### config.mk
export PLATFORM = sky130hd
export DESIGN_NAME = bram_port_client_flat
export DESIGN_NICKNAME = d
export VERILOG_FILES = /design/src/rtl/bram_port_client_if.sv /design/src/rtl/bram_port_client.sv /design/src/flat_wrapper.sv
export SDC_FILE = /design/constraint.sdc
export NUM_CORES = 1
export LEC_CHECK = 0
export BUFFER_PORTS_ARGS = -buffer_cell sky130_fd_sc_hd__clkbuf_2
export CAP_MARGIN = 0
export CORE_MARGIN = 8
export CORE_UTILIZATION = 47
export DETAILED_ROUTE_END_ITERATION = 7
export GPL_TIMING_DRIVEN = 0
export PLACE_DENSITY = 0.76
export SETUP_SLACK_MARGIN = 0.3
export SYNTH_ARGS = -nofsm -noshare
export SYNTH_HDL_FRONTEND = slang
export SYNTH_SLANG_ARGS = --single-unit
export TNS_END_PERCENT = 10
### constraint.sdc
create_clock -name clk -period 1.75 [get_ports clk]
set_input_delay 0.2625 -clock clk [delete_from_list [all_inputs] [get_ports clk]]
set_output_delay 0.2625 -clock clk [all_outputs]
set_load 0.02 [all_outputs]
### src/rtl/bram_port_client_if.sv
// Request/response handshake bundle between a requester and bram_port_client.
// master = requester side, slave = the adapter.
interface bram_port_client_if #(
  parameter int addr_width = 10,
  parameter int data_width = 32
) ();
  logic                  req_valid;
  logic                  req_ready;
  logic                  req_write;
  logic [addr_width-1:0] req_addr;
  logic [data_width-1:0] req_data;
  logic                  resp_valid;
  logic                  resp_ready;
  logic [data_width-1:0] resp_data;

  modport master (
    output req_valid, req_write, req_addr, req_data, resp_ready,
    input  req_ready, resp_valid, resp_data
  );

  modport slave (
    input  req_valid, req_write, req_addr, req_data, resp_ready,
    output req_ready, resp_valid, resp_data
  );
endinterface

### src/rtl/bram_port_client.sv
// Initiator adapter for one block-RAM port: issues requests with zero added latency
// and hides the RAM's one-cycle read latency behind a credited response FIFO.
module bram_port_client #(
  parameter int addr_width = 10,
  parameter int data_width = 32,
  parameter int resp_depth = 4
) (
  input  logic                        clk,
  input  logic                        rst_n,
  bram_port_client_if.slave           bus,
  output logic                        bram_en,
  output logic                        bram_write_en,
  output logic [addr_width-1:0]       bram_addr,
  output logic [data_width-1:0]       bram_write_data,
  input  logic [data_width-1:0]       bram_read_data,
  output logic [$clog2(resp_depth):0] resp_count
);
  localparam int ptr_w   = $clog2(resp_depth);
  localparam int count_w = ptr_w + 1;
  localparam logic [count_w-1:0] depth_c = count_w'(resp_depth);

  logic                  active_q, active_d;
  logic                  rd_inflight_q, rd_inflight_d;
  logic [ptr_w-1:0]      head_q, head_d;
  logic [ptr_w-1:0]      tail_q, tail_d;
  logic [count_w-1:0]    fifo_count_q, fifo_count_d;
  logic [data_width-1:0] fifo_mem_q [resp_depth];

  logic fire;
  logic rd_fire;
  logic push;
  logic pop;

  // Credits cover the in-flight read too, so a capture can never meet a full FIFO.
  assign resp_count    = fifo_count_q + count_w'(rd_inflight_q);
  assign bus.req_ready = active_q & (resp_count < depth_c);
  assign fire          = bus.req_valid & bus.req_ready;
  assign rd_fire       = fire & ~bus.req_write;

  assign bram_en         = fire;
  assign bram_write_en   = fire & bus.req_write;
  assign bram_addr       = bus.req_addr;
  assign bram_write_data = bus.req_data;

  assign push           = rd_inflight_q;
  assign bus.resp_valid = (fifo_count_q != '0);
  assign pop            = bus.resp_valid & bus.resp_ready;
  assign bus.resp_data  = fifo_mem_q[head_q];

  always_comb begin
    active_d      = 1'b1;
    rd_inflight_d = rd_fire;
    head_d        = head_q;
    tail_d        = tail_q;
    fifo_count_d  = fifo_count_q;
    if (push) begin
      tail_d = tail_q + ptr_w'(1);
    end
    if (pop) begin
      head_d = head_q + ptr_w'(1);
    end
    case ({push, pop})
      2'b10:   fifo_count_d = fifo_count_q + count_w'(1);
      2'b01:   fifo_count_d = fifo_count_q - count_w'(1);
      default: fifo_count_d = fifo_count_q;
    endcase
  end

  always_ff @(posedge clk or negedge rst_n) begin
    if (!rst_n) begin
      active_q      <= 1'b0;
      rd_inflight_q <= 1'b0;
      head_q        <= '0;
      tail_q        <= '0;
      fifo_count_q  <= '0;
    end else begin
      active_q      <= active_d;
      rd_inflight_q <= rd_inflight_d;
      head_q        <= head_d;
      tail_q        <= tail_d;
      fifo_count_q  <= fifo_count_d;
    end
  end

  // RAM read data is only meaningful the cycle after a read was issued.
  always_ff @(posedge clk) begin
    if (push) begin
      fifo_mem_q[tail_q] <= bram_read_data;
    end
  end
endmodule

### src/flat_wrapper.sv
// flat-port wrapper written by rule: the top's interface ports become plain ports
module bram_port_client_flat 
#(
  parameter int addr_width = 10,
  parameter int data_width = 32,
  parameter int resp_depth = 4
)
  (clk, rst_n, bram_en, bram_write_en, bram_addr, bram_write_data, bram_read_data, resp_count, bus_req_valid, bus_req_write, bus_req_addr, bus_req_data, bus_resp_ready, bus_req_ready, bus_resp_valid, bus_resp_data);
  bram_port_client_if #(.addr_width(addr_width), .data_width(data_width)) bus_i ();
  input  logic clk;
  input  logic rst_n;
  output logic bram_en;
  output logic bram_write_en;
  output logic [addr_width-1:0] bram_addr;
  output logic [data_width-1:0] bram_write_data;
  input  logic [data_width-1:0] bram_read_data;
  output logic [$clog2(resp_depth):0] resp_count;
  input wire logic [$bits(bus_i.req_valid)-1:0] bus_req_valid;
  input wire logic [$bits(bus_i.req_write)-1:0] bus_req_write;
  input wire logic [$bits(bus_i.req_addr)-1:0] bus_req_addr;
  input wire logic [$bits(bus_i.req_data)-1:0] bus_req_data;
  input wire logic [$bits(bus_i.resp_ready)-1:0] bus_resp_ready;
  output wire logic [$bits(bus_i.req_ready)-1:0] bus_req_ready;
  output wire logic [$bits(bus_i.resp_valid)-1:0] bus_resp_valid;
  output wire logic [$bits(bus_i.resp_data)-1:0] bus_resp_data;
  assign bus_i.req_valid = bus_req_valid;
  assign bus_i.req_write = bus_req_write;
  assign bus_i.req_addr = bus_req_addr;
  assign bus_i.req_data = bus_req_data;
  assign bus_i.resp_ready = bus_resp_ready;
  assign bus_req_ready = bus_i.req_ready;
  assign bus_resp_valid = bus_i.resp_valid;
  assign bus_resp_data = bus_i.resp_data;
  bram_port_client #(.addr_width(addr_width), .data_width(data_width), .resp_depth(resp_depth)) u_core (.clk(clk), .rst_n(rst_n), .bus(bus_i), .bram_en(bram_en), .bram_write_en(bram_write_en), .bram_addr(bram_addr), .bram_write_data(bram_write_data), .bram_read_data(bram_read_data), .resp_count(resp_count));
endmodule
==> flow_metrics.tcl <==
set metrics [dict create \
    outcome "complete, but fails checks" \
    failed_checks "negative setup slack" \
    antenna_found_initial 0 \
    max_slew_margin_pct 65.0 \
    synth.area.top_cells "edfxtp_1, mux4_2, buf_4" \
    tns_ns -8.79 \
    syn_inst 257 \
    final_nets 488 \
    track_usage_pct 13.8 \
    die_width_um 124 \
    io_pins 160 \
    drt_iter0_drc 150 \
    ys_warn_count 0 \
    initial_core_util_pct 48.2 \
    dieArea_um2 15400 \
    synth_top_cell_by_area "edfxtp_1" \
    clock_skew_ns 0.00782 \
    grt_pass1_wl_mm 15.5 \
    vdd_drop_max_uv 864 \
    ys_types 24 \
    period_minus_slack_ns 2.04 \
    setup_ws_ns -0.292 \
    synth_nets 344 \
    stdcell_count 557 \
    drcViolationCount 0 \
    max_cap_violations 0 \
    port_buffers 117 \
    p_comb_share_pct 31.8 \
    critPathLaunchType "register" \
    setup_violations 39 \
    cp.arrival_ns 1.78 \
    cts_tree "yes" \
    core_area_um2 11400 \
    clk_latency_ns 0.40 \
    first_global_vias 3013 \
    syn_area_um2 5500 \
    cts.sink_count 137 \
    grt.busiest_layer "met2" \
    worstPathRequired_ns 1.49 \
    yosysTopAreaCellShare_pct 69.9 \
    cts_max_level 4 \
    power_leakage_nw 2.74 \
    rsz0062_at_grt "yes" \
    drtPass1Iterations 4 \
    worstSetupEndpointType "output port" \
    drive_above_1_share_pct 61.1 \
    drv_slew 0 \
    hold_violations 0 \
    cts-root-buf "clkbuf_16" \
    grtUsageMet1_pct 15.4 \
    grt_max_degree 33 \
    synth-seq-cells 137 \
    fmax_mhz 490 \
    use_met3_pct 5.21 \
    area_growth_pct 30.4 \
    netSwitchingFraction_pct 28.9 \
    timing.final.crit_share_pct 117 \
    whs_ns 0.0224 \
    wl_per_cell_um 19.2 \
    die_y_um 124 \
    postRouteAntennaNets 0 \
    place_inst 517 \
    power.internal_mw 7.98 \
    vias_per_cell 4.93 \
    pwr-share-seq_pct 35.3 \
    min_path_type "in2reg" \
    cp_max_fo 2 \
    vias 2747 \
    diodes 0 \
    worst_pin_slew_ns 0.526 \
    hpwl_mm 6.89 \
    routed_wl_mm 10.7 \
    met2_usage_pct 23.8 \
    clkPwrFrac_pct 32.9 \
    rows 39 \
    ctsLongestPathBuffers 2 \
    grt_overflow 0 \
    postSynthAreaPerCell_um2 21.4 \
    gp_congestion 0.640 \
    cts_made_buffers 17 \
    clkSlewWorstSetupHoldPaths_ns 0.06 \
    switching_power_mw 3.24 \
    seq_area_frac_synth_pct 74.0 \
    pwr_density_cell_nw_per_um2 1560 \
    timing.setup.critical_path_class "reg2out" \
]
-- final timing paths --
path | startpoint | end | slack (ns) | cells after the start
hold / removal | bus_req_write | u_core.push | 0.02 | 2
setup / recovery | u_core.push | bram_write_en | -0.29 | 6
hold reg to reg | u_core.fifo_count_q[2] | u_core.fifo_count_q[2] | 0.58 | 1
min in group asynchronous | rst_n | u_core.fifo_count_q[0] | 0.25 | 2
max in group asynchronous | rst_n | u_core.tail_q[0] | 1.28 | 2
setup reg to reg | u_core.fifo_count_q[0] | u_core.fifo_count_q[2] | -0.17 | 8
-- stage by stage --
stage | area [µm²] | total power, mW | util [%] | setup slack [ns]
after global placement | 6270 | 7.08 | 54.9 | -0.558
after global routing | 7170 | 11.7 | 62.8 | -0.366
final | 7170 | 11.2 | 62.8 | -0.292
after detailed placement | 6270 | 7.15 | 54.9 | -0.155
after CTS | 7080 | 11.2 | 62.0 | -0.323
after floorplan | 5510 | 6.25 | - | 0.00469
-- critical path, cell delays in order (launching register included) --
cell	delay, ns
dfrtp_2	0.43
ha_4	0.17
ha_4	0.17
xnor2_4	0.17
and3_4	0.21
and2_4	0.14
buf_8	0.10
-- logic make-up (layout without fill, tap and decap cells) --
family	after synthesis	in the layout	share of synthesized area, %
DFF	137	137	74.0
buffers and inverters	57	214	7.85
muxes	33	33	13.6
and+or+nand+nor	12	12	1.23
adders and majority gates	8	8	1.96
xor gates and xnor gates	7	7	1.11
AOI/OAI and AO/OA	2	2	0.250
other	1	1	0.0682
-- cells in the final DEF, fill, tap and decap left out, drive strengths merged, types with 2 or more instances in the layout --
cell type	synthesis	routed
xor2	4	4
mux4	32	32
clkinv	0	4
dfrtp	9	9
clkbuf	1	105
edfxtp	128	128
xnor2	3	3
bufinv	0	4
nand2	2	2
buf	49	89
clkinvlp	0	3
ha	7	7
and2	6	6
inv	7	8
-- per-layer routing --
| metal | part of all wire, % | vias up |
|---|---|---|
| li1 | - | 1259 |
| met1 | 38 | 1373 |
| met2 | 53 | 106 |
| met3 | 8.7 | 9 |
| met4 | 0.87 | 0 |
| met5 | 0 | - |
-- power groups by stage --
stage	Combinational, mW	Clock [mW]	Sequential (mW)
after floorplan	2.31	0	3.94
after global routing	3.83	3.88	3.98
after detailed placement	3.18	0	3.97
after CTS	3.49	3.75	3.93
after global placement	3.13	0	3.95
final	3.57	3.69	3.96
-- synth_stat cells, drive strengths merged --
library cell and count:
edfxtp 128, buf 49, mux4 32, dfrtp 9, ha 7, inv 7
and2 6, xor2 4, xnor2 3, nand2 2, and3 1, clkbuf 1
conb 1, fa 1, mux2i 1, nor2 1, nor2b 1, o21ai 1
o31a 1, or3 1
-- flip-flops by register name (all words and copies together) (netlist names) --
| register | count |
|---|---|
| u_core.tail_q | 2 |
| u_core.active_q | 1 |
| u_core.head_q | 2 |
| u_core.fifo_mem_q | 128 |
| u_core.push | 1 |
| u_core.fifo_count_q | 3 |
-- cell type report --
cell class	instances	area (µm²)
Fill cell	824	4250
Sequential cell	137	4070
Multi-Input combinational cell	63	1120
Timing Repair Buffer	125	726
Clock buffer	20	447
Buffer	50	420
Tap cell	143	179
Clock inverter	12	174
Inverter	7	31.3
-- what timing repair did --
item,CTS,global route
hold buffers,1,0
resized for setup,38,52
buffers inserted,7,0
pin swaps,6,7
hold endpoints to repair,9,0
setup endpoints to repair,170,171
No activity file was read; power rests on OpenSTA's default activity.
